File: config.mk
export PLATFORM = sky130hd
export DESIGN_NAME = truth_table_sweeper
export DESIGN_NICKNAME = d
export VERILOG_FILES = /design/src/rtl/truth_table_sweeper_pkg.sv /design/src/rtl/truth_table_sweeper_mux_tree.sv /design/src/rtl/truth_table_sweeper.sv
export SDC_FILE = /design/constraint.sdc
export NUM_CORES = 1
export LEC_CHECK = 0
export ABC_AREA = 1
export BUFFER_PORTS_ARGS = -buffer_cell sky130_fd_sc_hd__buf_2
export CAP_MARGIN = 30
export CORE_MARGIN = 2
export CORE_UTILIZATION = 48
export DETAILED_ROUTE_END_ITERATION = 7
export GPL_ROUTABILITY_DRIVEN = 0
export PLACE_DENSITY = 0.74
export SLEW_MARGIN = 30
export SYNTH_ARGS = -nofsm -noshare
export SYNTH_HDL_FRONTEND = slang
export SYNTH_HIERARCHICAL = 1
export SYNTH_SLANG_ARGS = --single-unit
File: constraint.sdc
create_clock -name clk -period 1.95 [get_ports clk]
set_input_delay 0.2925 -clock clk [delete_from_list [all_inputs] [get_ports clk]]
set_output_delay 0.2925 -clock clk [all_outputs]
set_load 0.01 [all_outputs]
File: src/rtl/truth_table_sweeper_pkg.sv
// sweep_pkg: FSM state encoding and settle-counter width helper for truth_table_sweeper
package sweep_pkg;
  typedef enum logic [1:0] {ST_IDLE, ST_SETTLE, ST_CHECK, ST_DONE} state_t;
  function automatic int settle_w(int s);
    return $clog2(s + 1);
  endfunction
endpackage

File: src/rtl/truth_table_sweeper_mux_tree.sv
// mux_tree: 2^N:1 bit selector built from 2:1 stages; y = tbl[sel]
//   tbl in 2^N, sel in N (sel[N-1] picks at the root), y out 1
module mux_tree #(
  parameter int N = 4
) (
  input  logic [2**N-1:0] tbl,
  input  logic [N-1:0]    sel,
  output logic            y
);
  for (genvar d = 0; d <= N; d++) begin : lvl
    logic [2**d-1:0] v;
    if (d == N) begin : g_leaf
      assign v = tbl;
    end else begin : g_node
      for (genvar j = 0; j < 2**d; j++) begin : g_mux
        assign v[j] = sel[N-1-d] ? lvl[d+1].v[2*j+1] : lvl[d+1].v[2*j];
      end
    end
  end
  assign y = lvl[0].v[0];
endmodule

File: src/rtl/truth_table_sweeper.sv
// truth_table_sweeper: walks all 2^N vectors, checks dut_y against a latched truth table
//   in : clk, rst (async, active-high), start, truth_table[2^N], dut_y
//   out: vec_out[N], busy, done, pass, err_count[N+1], first_fail_vec[N], first_fail_vld
//   FIRST_FAIL_EN: when defined, captures the first mismatching vector; otherwise those outputs are 0
module truth_table_sweeper import sweep_pkg::*; #(
  parameter int N      = 4,
  parameter int SETTLE = 2
) (
  input  logic            clk,
  input  logic            rst,
  input  logic            start,
  input  logic [2**N-1:0] truth_table,
  input  logic            dut_y,
  output logic [N-1:0]    vec_out,
  output logic            busy,
  output logic            done,
  output logic            pass,
  output logic [N:0]      err_count,
  output logic [N-1:0]    first_fail_vec,
  output logic            first_fail_vld
);
  localparam int SW = settle_w(SETTLE);
  state_t          state_q, state_d;
  logic [N-1:0]    vec_q, vec_d;
  logic [SW-1:0]   scnt_q, scnt_d;
  logic [N:0]      err_q, err_d;
  logic [2**N-1:0] tbl_q, tbl_d;
  logic            busy_q, busy_d, done_q, done_d, pass_q, pass_d;
  logic            exp_y, mis, go;
  mux_tree #(.N(N)) u_mux (.tbl(tbl_q), .sel(vec_q), .y(exp_y));
  assign go  = state_q == ST_IDLE && start;
  assign mis = state_q == ST_CHECK && dut_y != exp_y;
  always_comb begin
    state_d = state_q;
    vec_d   = vec_q;
    scnt_d  = scnt_q;
    err_d   = err_q;
    tbl_d   = tbl_q;
    busy_d  = busy_q;
    pass_d  = pass_q;
    done_d  = 1'b0;
    case (state_q)
      ST_IDLE: if (start) begin
        state_d = ST_SETTLE;
        tbl_d   = truth_table;
        err_d   = '0;
        vec_d   = '0;
        scnt_d  = '0;
        pass_d  = 1'b0;
        busy_d  = 1'b1;
      end
      ST_SETTLE: begin
        scnt_d  = scnt_q + 1'b1;
        state_d = scnt_q == SW'(SETTLE - 1) ? ST_CHECK : ST_SETTLE;
      end
      ST_CHECK: begin
        err_d   = err_q + {{N{1'b0}}, mis};
        state_d = &vec_q ? ST_DONE : ST_SETTLE;
        vec_d   = &vec_q ? vec_q : vec_q + 1'b1;
        scnt_d  = '0;
      end
      ST_DONE: begin
        done_d  = 1'b1;
        pass_d  = err_q == '0;
        busy_d  = 1'b0;
        state_d = ST_IDLE;
      end
    endcase
  end
  always_ff @(posedge clk or posedge rst) begin
    if (rst) begin
      state_q <= ST_IDLE;
      vec_q   <= '0;
      scnt_q  <= '0;
      err_q   <= '0;
      tbl_q   <= '0;
      busy_q  <= 1'b0;
      done_q  <= 1'b0;
      pass_q  <= 1'b0;
    end else begin
      state_q <= state_d;
      vec_q   <= vec_d;
      scnt_q  <= scnt_d;
      err_q   <= err_d;
      tbl_q   <= tbl_d;
      busy_q  <= busy_d;
      done_q  <= done_d;
      pass_q  <= pass_d;
    end
  end
  assign vec_out   = vec_q;
  assign busy      = busy_q;
  assign done      = done_q;
  assign pass      = pass_q;
  assign err_count = err_q;
`ifdef FIRST_FAIL_EN
  logic [N-1:0] ffv_q, ffv_d;
  logic         ffl_q, ffl_d;
  always_comb begin
    ffv_d = go ? '0 : (mis && !ffl_q) ? vec_q : ffv_q;
    ffl_d = go ? 1'b0 : ffl_q | mis;
  end
  always_ff @(posedge clk or posedge rst) begin
    if (rst) begin
      ffv_q <= '0;
      ffl_q <= 1'b0;
    end else begin
      ffv_q <= ffv_d;
      ffl_q <= ffl_d;
    end
  end
  assign first_fail_vec = ffv_q;
  assign first_fail_vld = ffl_q;
`else
  assign first_fail_vec = '0;
  assign first_fail_vld = 1'b0;
`endif
endmodule

==> flow_summary.json, run 1 <==
{
  "layout-drive-gt1-share_pct": 30.1,
  "first_global_vias": 1335,
  "vias": 1475,
  "dr.pass1.iters": 4,
  "status": "complete, no violations",
  "finalCritPeriodShare_pct": 99.2,
  "antenna_left": 0,
  "pre_cts_ws_ns": -0.00803,
  "drv_slew": 0,
  "cp-startpoint": "vec_out[0]",
  "met1_length_mm": 1.59,
  "min_period_ns": 1.93,
  "worstPathArrival_ns": 2.19,
  "combPwrFrac_pct": 45.5,
  "core-area_mm2": 0.00339,
  "p_int_mw": 1.61,
  "numCtsBuffers": 5,
  "grt_usage_pct": 18.6,
  "drtIter0Drc": 94,
  "drc": 0,
  "ys_ff_latch": 32,
  "drt_wl_total_mm": 3.52,
  "seq_power_share_pct": 40.3,
  "clock.fmax_ghz": 0.517,
  "grt_pass1_wl_mm": 5.82,
  "worstPathRequired_ns": 2.21,
  "hold_ws_ns": 0.0256,
  "overflow": 0,
  "fin_ws_ns": 0.0159,
  "grt_antenna_before_repair": 0,
  "path_clk_slew_ns": 0.10,
  "cts_root_buffer": "clkbuf_4",
  "num-nets-final": 279,
  "via_per_inst": 4.88,
  "synth_area_per_cell_um2": 7.98,
  "die_y_um": 63.9,
  "synth.distinct_cells": 24,
  "synthCells": 216,
  "crit_type": "flop to flop",
  "area_delta_synth_final_pct": 20.6,
  "yosysSeqAreaShare_pct": 46.5,
  "placedInstanceArea_mm2": 0.00192,
  "fp.dieW_um": 63.9,
  "wl_met3_um": 204,
  "p_leak_nw": 1.15,
  "worstPathMaxFanout": 8,
  "clkPwrFrac_pct": 14.2,
  "start_kind": "flop",
  "fp-row-count": 21,
  "switching_share_pct": 41.3,
  "tritoncts": "yes",
  "cts_buffer_depth": 2,
  "power.density_mw_per_mm2": 1320,
  "die_area_mm2": 0.00408,
  "min_path_type": "input pin to async pin",
  "drt-wirelength-per-cell_um": 11.7,
  "syn_area_mm2": 0.00172,
  "setup-violations-final": 0,
  "n_antenna_cell": 0,
  "rsz0062_at_grt": "yes",
  "start_util_pct": 50.8,
  "clock_skew_ns": 0.00593,
  "utilization_pct": 61.3,
  "port_buffers": 31,
  "ios": 37,
  "fin_area_mm2": 0.00208,
  "p_switching_mw": 1.13,
  "hold_violations": 0,
  "clk_latency_ns": 0.33,
  "yosys_warnings": 6,
  "cts_htree_levels": 2,
  "dpl.hpwl_mm": 2.35,
  "top_layer": "met4",
  "grt_max_degree": 33,
  "wl_met2_mm": 1.68,
  "clock-sinks": 32,
  "cap_violations": 0,
  "irDropWorstVdd_uv": 790,
  "worstReg2RegStart": "vec_out[0]",
  "endpoint_kind": "flop"
}
worst max-delay path, stage by stage (launching register included):
cell and delay (ns):
dfrtp_2 0.43, buf_12 0.14, clkinv_8 0.07, nand2_4 0.05, nand2_1 0.05, nand2_1 0.05
nand3_1 0.06, nand3_1 0.07, nand2_1 0.07, xnor2_1 0.12, nor2_1 0.11, ha_2 0.21
ha_4 0.15, nand3_2 0.08, nand2_1 0.07, nand2_1 0.04, o22ai_1 0.09
Yosys cell counts (all sizes together):
library cell / instances / area [um2]
o21ai: 3 / 18.8
nor2: 6 / 46.3
or2: 1 / 6.26
inv: 28 / 113
ha: 4 / 50.1
a21oi: 3 / 15.0
xnor2: 2 / 17.5
conb: 1 / 3.75
nand4: 2 / 12.5
nand3: 38 / 190
nand2: 79 / 322
buf: 12 / 96.3
o22ai: 5 / 31.3
dfrtp: 32 / 801
cell usage in the layout (no fill, tap or decap), drive strengths merged:
cell,n
or2,1
xnor2,2
o22ai,5
clkinv,1
inv,27
nand3,38
conb,5
buf,39
a21oi,3
nand2,79
nand4,2
ha,4
dfrtp,32
nor2,6
clkbuf,9
o21ai,3
layer usage:
metal / up-vias / global-route usage [%]
met1: 684 / 25.1
li1: 749 / -
met3: 6 / 6.51
met2: 36 / 27.9
met5: - / 0
met4: 0 / 6.52
logic make-up (layout without fill, tap and decap cells):
family	after synthesis	in the layout	share of synthesized area, %
AO/OA/AOI/OAI	11	11	3.78
XOR/XNOR	2	2	1.02
other	1	5	0.218
flip-flops	32	32	46.5
AND/OR/NAND/NOR	126	126	33.5
adder cells (fa/ha/maj)	4	4	2.90
buffers and inverters	40	76	12.1
final timing paths:
path	endpoint	slack [ns]	cells after the start
setup / recovery	err_count[4]	0.02	16
hold / removal	done	0.03	3
setup reg to reg	err_count[4]	0.02	16
hold reg to reg	tbl_q[15]	0.48	2
max in group asynchronous	vec_out[0]	1.61	3
min in group clk	tbl_q[1]	0.19	3
metrics by stage:
step	setup TNS, ns	cells	total power [mW]
finish	0	302	2.74
global route	-0.388	302	3.02
CTS	0	301	2.64
detailed placement	-0.00803	292	2.23
global placement	0	292	2.20
floorplan	0	220	1.96
cell type report:
cell class | count | area, um2
fill | 323 | 1310
sequential | 32 | 803
multi-input combinational | 148 | 788
timing repair buffer | 40 | 253
inverter | 28 | 118
clock buffer | 8 | 58.8
tap | 46 | 57.6
sequential cells by signal (all words and copies together), names as in the netlist:
| register | cells |
|---|---|
| vec_out | 4 |
| scnt_q | 2 |
| busy | 1 |
| state_q | 2 |
| pass | 1 |
| tbl_q | 16 |
| err_count | 5 |
| done | 1 |
power by group through the flow:
stage	clock (mW)	sequential (mW)	combinational [mW]
finish	0.390	1.10	1.25
global route	0.452	1.14	1.43
CTS	0.402	1.09	1.15
detailed placement	0	1.10	1.13
global placement	0	1.09	1.11
floorplan	0	1.07	0.895
repair_timing:
item	CTS	global route
hold buffers	0	0
pin swaps	0	3
gates cloned	0	1
endpoints found under the setup margin	1	3
hold endpoints to repair	0	0
resized for setup	0	17
setup buffers	1	0
Note: power is estimated with default switching activity, not from simulation.
==> run 2: changes to the inputs <==
--- a/config.mk
+++ b/config.mk
@@ -9,10 +9,10 @@
 export BUFFER_PORTS_ARGS = -buffer_cell sky130_fd_sc_hd__buf_2
 export CAP_MARGIN = 30
 export CORE_MARGIN = 2
-export CORE_UTILIZATION = 48
+export CORE_UTILIZATION = 58
 export DETAILED_ROUTE_END_ITERATION = 7
 export GPL_ROUTABILITY_DRIVEN = 0
-export PLACE_DENSITY = 0.74
+export PLACE_DENSITY = 0.84
 export SLEW_MARGIN = 30
 export SYNTH_ARGS = -nofsm -noshare
 export SYNTH_HDL_FRONTEND = slang
==> constraint.sdc (replaced) <==
create_clock -name clk -period 2.5 [get_ports clk]
set_input_delay 0.375 -clock clk [delete_from_list [all_inputs] [get_ports clk]]
set_output_delay 0.375 -clock clk [all_outputs]
set_load 0.01 [all_outputs]
==> run 2 against run 1 <==
  * Worst setup slack improved by 0.32 ns
  * Core utilization increased by 7.3 points
  * Hold slack improved by 0.094 ns
  * Cell area is 8.2% lower
  * Clock power down 18%
  * Combinational power fell by 39%
  * Highest routed layer unchanged
==> flow_summary.json, run 2 (synthesized netlist as in run 1, its figures left out) <==
{
  "met2_usage_pct": 33.4,
  "use_met3_pct": 6.15,
  "rsz0062_at_grt": "no",
  "drv_slew": 0,
  "setup_tns_ns": 0,
  "max_slew.worst_pin.slew_ns": 0.564,
  "min_path_type": "input pin to async pin",
  "slowest_stage": "dfrtp_1",
  "grt_pass1_wl_mm": 5.48,
  "p_switching_mw": 0.806,
  "core-area_mm2": 0.00278,
  "min_period_ns": 2.16,
  "antenna_left": 0,
  "irDropWorstVdd_uv": 769,
  "clock.fmax_ghz": 0.462,
  "p_int_mw": 1.15,
  "dpl.hpwl_mm": 2.17,
  "clock_skew_ns": 0.0157,
  "die_area_mm2": 0.00342,
  "layout-drive-gt1-share_pct": 22.7,
  "port_buffers": 31,
  "grt_usage_pct": 20.9,
  "drtIter0Drc": 44,
  "numCtsBuffers": 5,
  "setup-violations-final": 0,
  "worstPathMaxFanout": 15,
  "p_total_mw": 1.96,
  "cts_htree_levels": 2,
  "dp_cells": 271,
  "clock-sinks": 32,
  "via_per_inst": 5.21,
  "drt-wirelength-per-cell_um": 11.3,
  "power.density_mw_per_mm2": 1030,
  "vias": 1448,
  "worstPathRequired_ns": 2.71,
  "final_common_cell": "nand2_1",
  "worstPathArrival_ns": 2.38,
  "combPwrFrac_pct": 38.8,
  "start_kind": "flop",
  "gr-usage-met1_pct": 27.8,
  "path_clk_slew_ns": 0.10,
  "r2r_end": "err_count[4]",
  "crit_type": "flop to flop",
  "fp-row-count": 19,
  "area_delta_synth_final_pct": 10.7,
  "start_util_pct": 61.9,
  "placedInstanceArea_mm2": 0.00184,
  "ios": 37,
  "dr.pass1.iters": 4,
  "fp.dieW_um": 58.5,
  "die_y_um": 58.5,
  "cp-startpoint": "vec_out[0]",
  "seq_power_share_pct": 44.8,
  "cts_root_buffer": "clkbuf_4",
  "status": "complete, no violations",
  "utilization_pct": 68.6,
  "largest_reg_flops": 16,
  "grt-busiest-layer": "met2",
  "switching_share_pct": 41.1,
  "clk_latency_ns": 0.32,
  "drc": 0,
  "critical_path_buf_inv_count": 0,
  "grt_antenna_before_repair": 0,
  "finalCritPeriodShare_pct": 86.5,
  "n_antenna_cell": 0,
  "slew-limit-headroom_pct": 62.4,
  "fin_cells": 278,
  "num-nets-final": 271,
  "fin_area_mm2": 0.00191,
  "grt_max_degree": 33,
  "largest-register": "tbl_q",
  "cts_hold_buf": 0,
  "rrSetupSlack_ns": 0.34,
  "endpoint_kind": "flop",
  "ctsResizeCount": 0,
  "mostFrequentLayoutCells": "nand2_1 (71), nand3_1 (38), dfrtp_1 (32), buf_2 (31), inv_1 (23)",
  "cpPeakStageDelay_ns": 0.71,
  "clkPwrFrac_pct": 16.3,
  "reg2reg_depth": 13,
  "cts_setup_buffers": 0,
  "worstReg2RegStart": "vec_out[0]",
  "crit_chain": "nand2_1, nand3_1, nand3_1, nand3_1, nand2_1, xnor2_1, nor2_1, ha_1, ha_1, nand3_1, nand2_1, nand2_1, o22ai_1",
  "first_global_vias": 1296,
  "hold_violations": 0,
  "cts_buffer_depth": 2,
  "p_leak_nw": 1.10,
  "drt_wl_total_mm": 3.13,
  "tritoncts": "yes",
  "critical-path-top-delay-family": "simple AND/OR/NAND/NOR gates",
  "overflow": 0,
  "cap_violations": 0
}
[run 2: changes by cell type in the layout (fill, tap and decap cells not counted), moves of 3 or more]
| cell | delta |
|---|---|
| nand2_1 | +4 |
| nand3_2 | -6 |
| buf_4 | -6 |
| nand3_1 | +6 |
| nand2_2 | -3 |
[run 2: routing by layer]
layer / share of wire [%] / up-vias / wire, um
met5: 0 / - / 0
met4: 1.2 / 0 / 37
met3: 3.9 / 5 / 121
met2: 47 / 23 / 1470
met1: 48 / 682 / 1500
li1: - / 738 / -
[run 2: final cells by class]
| class | instances | area (um2) |
|---|---|---|
| clock buffer | 7 | 65.1 |
| fill | 222 | 873 |
| inverter | 28 | 113 |
| multi-input combinational | 148 | 728 |
| sequential | 32 | 801 |
| tap | 31 | 38.8 |
| timing repair buffer | 32 | 163 |
[run 2: worst reg2reg max path, stage by stage (launching register included)]
cell and delay [ns]:
dfrtp_1 0.71, nand2_1 0.13, nand3_1 0.10, nand3_1 0.08, nand3_1 0.10, nand2_1 0.07
xnor2_1 0.14, nor2_1 0.06, ha_1 0.19, ha_1 0.21, nand3_1 0.11, nand2_1 0.06
nand2_1 0.06, o22ai_1 0.06
[run 2: how the worst max path moves through the flow]
stage,endpoint,cells after the start,slack [ns]
after floorplan,err_count[4],15,0.57
after global placement,err_count[4],15,0.42
after detailed placement,err_count[4],13,0.34
final,err_count[4],13,0.34
after global routing,err_count[4],15,0.11
after CTS,err_count[4],13,0.32
[run 2: through the flow]
stage	setup WS (ns)	hold slack [ns]
finish	0.338	0.119
detailed placement	0.338	0.459
global placement	0.421	0.454
global route	0.110	0.134
CTS	0.325	0.123
floorplan	0.570	0.442
[run 2: power by group through the flow]
stage	clock network, mW	registers (mW)	logic, mW
2_1_floorplan	0	0.832	0.698
3_3_place_gp	0	0.881	0.748
3_5_place_dp	0	0.886	0.767
4_1_cts	0.326	0.879	0.777
5_1_grt	0.354	0.905	0.885
6_report	0.320	0.878	0.761
